File: config.mk
export PLATFORM = sky130hd
export DESIGN_NAME = voice_gen
export DESIGN_NICKNAME = d
export VERILOG_FILES = /design/src/rtl/voice_gen.sv
export SDC_FILE = /design/constraint.sdc
export NUM_CORES = 2
export LEC_CHECK = 0
export CORE_MARGIN = 1
export CORE_UTILIZATION = 25
export DETAILED_ROUTE_END_ITERATION = 8
export GPL_TIMING_DRIVEN = 0
export PLACE_DENSITY_LB_ADDON = 0.25
export SLEW_MARGIN = 20
export SYNTH_ARGS = -nofsm -noshare
export SYNTH_HDL_FRONTEND = slang
export SYNTH_SLANG_ARGS = --single-unit
File: constraint.sdc
create_clock -name clk_i -period 43.1 [get_ports clk_i]
set_input_delay 8.62 -clock clk_i [delete_from_list [all_inputs] [get_ports clk_i]]
set_output_delay 8.62 -clock clk_i [all_outputs]
set_load 0.01 [all_outputs]
File: src/rtl/voice_gen.sv
// Time-multiplexed oscillator for the 16 voices: per-voice phase accumulators and
// noise LFSRs, one raw 10-bit sample returned per start request.
module voice_gen #(
    parameter int unsigned NUM_VOICES = 16,
    parameter logic [22:0] LFSR_SEED  = 23'h7FFFF8
) (
    input  logic        clk_i,
    input  logic        rst_i,
    input  logic        start_i,
    input  logic [3:0]  voice_idx_i,
    input  logic [15:0] freq_i,
    input  logic [11:0] pw_i,
    input  logic [3:0]  wave_i,
    output logic        ready_o,
    output logic [9:0]  wave_o
);

    typedef enum logic [1:0] {IDLE, UPDATE, OUTPUT} state_t;

    state_t      state_q, state_d;
    logic [3:0]  idx_q, idx_d;
    logic [15:0] freq_q, freq_d;
    logic [11:0] pw_q, pw_d;
    logic [3:0]  wave_sel_q, wave_sel_d;
    logic        ready_q, ready_d;
    logic [9:0]  wave_q, wave_d;

    logic [23:0] acc_q  [NUM_VOICES];
    logic [22:0] lfsr_q [NUM_VOICES];

    logic        voice_valid;
    logic [23:0] acc_rd, acc_sum;
    logic [22:0] lfsr_rd, lfsr_next;
    logic        state_we;
    logic [9:0]  saw, tri_w, pulse, noise, shaped;

    assign voice_valid = 32'(idx_q) < NUM_VOICES;
    assign acc_rd      = voice_valid ? acc_q[idx_q]  : '0;
    assign lfsr_rd     = voice_valid ? lfsr_q[idx_q] : LFSR_SEED;
    assign acc_sum     = acc_rd + {8'd0, freq_q};

    // The LFSR is clocked once per rising crossing of accumulator bit 19.
    assign lfsr_next = (!acc_rd[19] && acc_sum[19])
                     ? {lfsr_rd[21:0], lfsr_rd[22] ^ lfsr_rd[17]}
                     : lfsr_rd;

    // In OUTPUT the read ports already see the values written during UPDATE.
    assign saw   = acc_rd[23:14];
    assign tri_w = acc_rd[23] ? ~acc_rd[22:13] : acc_rd[22:13];
    assign pulse = (acc_rd[23:12] >= pw_q) ? '1 : '0;
    assign noise = {lfsr_rd[22], lfsr_rd[20], lfsr_rd[16], lfsr_rd[13],
                    lfsr_rd[11], lfsr_rd[7],  lfsr_rd[4],  lfsr_rd[2], 2'b00};

    always_comb begin
        shaped = '1;
        if (wave_sel_q[0]) shaped = shaped & tri_w;
        if (wave_sel_q[1]) shaped = shaped & saw;
        if (wave_sel_q[2]) shaped = shaped & pulse;
        if (wave_sel_q[3]) shaped = shaped & noise;
        if (wave_sel_q == 4'd0) shaped = '0;
    end

    always_comb begin
        state_d    = state_q;
        idx_d      = idx_q;
        freq_d     = freq_q;
        pw_d       = pw_q;
        wave_sel_d = wave_sel_q;
        ready_d    = 1'b0;
        wave_d     = wave_q;
        state_we   = 1'b0;
        case (state_q)
            IDLE: begin
                if (start_i) begin
                    idx_d      = voice_idx_i;
                    freq_d     = freq_i;
                    pw_d       = pw_i;
                    wave_sel_d = wave_i;
                    state_d    = UPDATE;
                end
            end
            UPDATE: begin
                state_we = voice_valid;
                state_d  = OUTPUT;
            end
            OUTPUT: begin
                ready_d = 1'b1;
                wave_d  = voice_valid ? shaped : '0;
                state_d = IDLE;
            end
            default: state_d = IDLE;
        endcase
    end

    always_ff @(posedge clk_i or posedge rst_i) begin
        if (rst_i) begin
            state_q    <= IDLE;
            idx_q      <= '0;
            freq_q     <= '0;
            pw_q       <= '0;
            wave_sel_q <= '0;
            ready_q    <= 1'b0;
            wave_q     <= '0;
            for (int unsigned v = 0; v < NUM_VOICES; v++) begin
                acc_q[v]  <= '0;
                lfsr_q[v] <= LFSR_SEED;
            end
        end else begin
            state_q    <= state_d;
            idx_q      <= idx_d;
            freq_q     <= freq_d;
            pw_q       <= pw_d;
            wave_sel_q <= wave_sel_d;
            ready_q    <= ready_d;
            wave_q     <= wave_d;
            if (state_we) begin
                acc_q[idx_q]  <= acc_sum;
                lfsr_q[idx_q] <= lfsr_next;
            end
        end
    end

    assign ready_o = ready_q;
    assign wave_o  = wave_q;

endmodule

==> results.py <==
metrics = {
    "logic_synthesis": {
        "async_flop_share_pct": 100,
        "synth-main-ff-cell": "dfrtp_1",
        "yosysMostFrequentCell": "nand2_1",
        "synthesis.nets": 3197,
        "synth_common_cells": "nand2_1 (740), o21ai_0 (510), dfrtp_1 (481), dfstp_2 (320), mux4_2 (201)",
        "syn_area_um2": 36500,
        "yosysTopAreaCell": "dfrtp_1",
        "ys_ff_latch": 801,
        "synth_top_area_share_pct": 33.0,
        "yosysWarnings": 0,
        "avgSynthCellArea_um2": 11.7,
        "ys_types": 62,
        "synth_area_leaders": "dfrtp_1 (33%), dfstp_2 (23%), mux4_2 (12%)",
        "ys_seq_area_share_pct": 56.0,
        "syn_inst": 3128,
        "synth_edf_count": 0,
    },
    "critical_path": {
        "crit_start": "start_i",
        "path_delay_family": "buffers and inverters",
        "end_kind": "flop",
        "reg2reg_to": "lfsr_q[11]",
        "critical_path_class": "in -> reg",
        "crit_cells": 4,
        "worst_setup_path_start_kind": "primary input",
        "cp.arrival_ns": 10.73,
        "critical_path_buf_inv_count": 2,
        "timing.rr.start": "idx_q[2]",
        "cp.required_ns": 43.64,
        "cp_max_fo": 10,
        "critical-path-max-stage-delay_ns": 0.78,
        "endpoint": "idx_q[0]",
        "regToRegSetupSlack_ns": 34.95,
        "cpMaxStageDelayCell": "clkbuf_1",
        "worstPathCellList": "clkdlybuf4s50_1 > nor3b_1 > clkbuf_1 > mux2_2",
        "worstRegToRegCells": 18,
    },
    "timing": {
        "worst_pin_slew_ns": 1.22,
        "fin_crit_ns": 10.19,
        "setup_viol": 0,
        "max_slew_margin_pct": 18.7,
        "tns_ns": 0,
        "hold_violations": 0,
        "hold_slack_ns": 0.460,
        "drv_slew": 0,
        "rsz0062_at_grt": "no",
        "fin_crit_sh_pct": 23.6,
        "fin_skew_ns": 0.0376,
        "max_freq_ghz": 0.0982,
    },
    "grt": {
        "grt_first_pass_wirelength_um": 193000,
        "grt_pass1_vias": 26600,
        "antenna_found_initial": 1,
        "grt_usage_pct": 17.8,
        "grt_max_degree": 102,
        "gr-total-overflow": 0,
    },
    "flow_run": {
        "cap_violations": 0,
    },
    "power": {
        "ir_drop_v": 0.0000310,
        "p_leak_nw": 16.9,
        "swShare_pct": 35.6,
        "clkPwrFrac_pct": 29.3,
        "pwr-share-seq_pct": 37.9,
        "power_density_nw_per_um2": 65.6,
        "p_int_mw": 1.81,
        "p_switching_uw": 1000,
        "power_frac_comb_pct": 32.8,
        "total_power_mw": 2.81,
    },
    "finish": {
        "fin_nets": 3350,
        "drive_gt1_share_pct": 25.3,
        "seq_area_um2": 20400,
        "multi_input_area_um2": 14600,
        "area_growth_pct": 17.3,
        "fillers": 14900,
        "fin_util_pct": 29.7,
    },
    "die": {
        "io_pins": 50,
        "start_util_pct": 25.3,
        "chipHeight_um": 384,
        "fp-row-count": 139,
        "die_area_um2": 148000,
        "die_w_um": 384,
        "fp.coreArea_um2": 144000,
    },
    "detailed_routing": {
        "routed_wl_um": 130000,
        "via_count": 26100,
        "wl_per_cell_um": 24.7,
        "via_per_inst": 4.95,
        "drt_pass1_iterations": 5,
        "drc": 0,
        "drt.antenna.violating_nets": 0,
        "dr.first_iter.drc_count": 2120,
    },
    "cts": {
        "cts_tree": "done",
        "numCtsBuffers": 92,
        "cts-htree-levels": 3,
        "postCtsHoldBufs": 0,
        "cts.clk_slew.worst_paths_ns": 0.06,
        "cts_resized": 0,
        "clkLatencyLatePin_ns": 0.68,
        "cts-root-buf": "clkbuf_16",
        "clock_path_buffers": 3,
        "clock_sinks": 801,
        "postCtsSetupBuffers": 0,
    },
    "placed_design": {
        "io_buffers": 49,
        "hpwl_um": 87400,
        "place.gp.congestion": 0.812,
    },
    "min_path": {
        "hp-class": "reg -> reg",
    },
    "run_status": {
        "status": "finished, final reports clean",
    },
}
-- worst min-delay path by stage --
| stage | endpoint | cells past startpoint | slack (ns) | start |
|---|---|---|---|---|
| floorplan | lfsr_q[315] | 2 | 0.44 | lfsr_q[315] |
| global placement | lfsr_q[328] | 2 | 0.45 | lfsr_q[328] |
| detailed placement | lfsr_q[120] | 2 | 0.45 | lfsr_q[120] |
| CTS | lfsr_q[72] | 2 | 0.46 | lfsr_q[72] |
| global route | lfsr_q[302] | 2 | 0.47 | lfsr_q[302] |
| finish | lfsr_q[120] | 2 | 0.46 | lfsr_q[120] |
-- placed cells by master (no fill, tap or decap), types with 7 or more instances in the layout --
| master | synthesis | layout |
|---|---|---|
| bufinv_16 | 0 | 9 |
| o21ai_1 | 160 | 160 |
| dfstp_2 | 320 | 320 |
| a21o_1 | 9 | 9 |
| mux2i_4 | 22 | 22 |
| nand3_1 | 7 | 7 |
| buf_1 | 12 | 9 |
| inv_1 | 23 | 22 |
| nor2_1 | 79 | 79 |
| ha_1 | 29 | 29 |
| xor2_1 | 11 | 11 |
| clkbuf_8 | 0 | 17 |
| o221ai_1 | 8 | 8 |
| o21ai_0 | 510 | 510 |
| a21oi_1 | 82 | 82 |
| nand2_1 | 740 | 740 |
| clkbuf_1 | 178 | 203 |
| buf_4 | 27 | 28 |
| xnor2_1 | 15 | 15 |
| buf_16 | 0 | 9 |
| buf_2 | 26 | 29 |
| clkdlybuf4s50_1 | 0 | 49 |
| a22o_1 | 8 | 8 |
| clkinv_2 | 0 | 17 |
| mux4_1 | 27 | 27 |
| dfrtp_1 | 481 | 481 |
| mux2_2 | 57 | 57 |
| mux4_2 | 201 | 201 |
| buf_6 | 14 | 14 |
| clkbuf_16 | 0 | 96 |
-- logic make-up (layout without fill, tap and decap cells) --
kind of cell	Yosys count	count (layout)	share of synthesized area, %
XOR/XNOR	27	27	0.669
AND/OR/NAND/NOR	861	861	9.15
flip-flops	801	801	56.0
AO/OA/AOI/OAI	811	811	11.7
multiplexers	308	308	17.5
buffers and inverters	290	520	3.88
other	0	1	0
adder cells (fa/ha/maj)	30	30	1.05
-- power groups by stage --
stage	Clock [mW]	Combinational, mW	Sequential [mW]
2_1_floorplan	0	0.622	1.05
3_3_place_gp	0	0.912	1.07
3_5_place_dp	0	0.925	1.08
4_1_cts	0.838	0.927	1.06
5_1_grt	0.865	1.01	1.09
6_report	0.823	0.920	1.06
-- cell type report --
cell class,instances,area share [%]
inverters,25,0.237
repair buffers,59,1.74
multi-input cells,2037,34.2
well taps,1903,5.56
clock inverters,32,0.991
diodes,1,0.00585
flip-flops and latches,801,47.8
clock buffers,139,6.39
plain buffers,265,3.10
-- metal layers --
layer	routed length [um]	part of all wire [%]	GRT usage, %
met1	59600	46	25.0
met4	4050	3.1	6.08
met3	6130	4.7	2.01
met2	60200	46	28.3
met5	0	0	0
-- tightest hold or removal path: stages (launching register included) --
cell     delay, ns
dfstp_2       0.37
nand2_1       0.04
o21ai_1       0.05
-- state kept, by name, indices dropped and copies added, names as in the netlist --
signal	count
acc_q	384
lfsr_q	368
freq_q	16
pw_q	12
wave_o	10
idx_q	4
wave_sel_q	4
state_q	2
ready_o	1
-- stage by stage --
stage,cells,setup slack [ns],cell area (um^2)
after floorplan,3128,12.52,36500
after CTS,5261,32.89,42800
final,5262,32.91,42800
after global placement,5080,1.17,39400
after global routing,5261,32.79,42800
after detailed placement,5090,32.26,39600
Note: power is estimated with default switching activity, not from simulation.
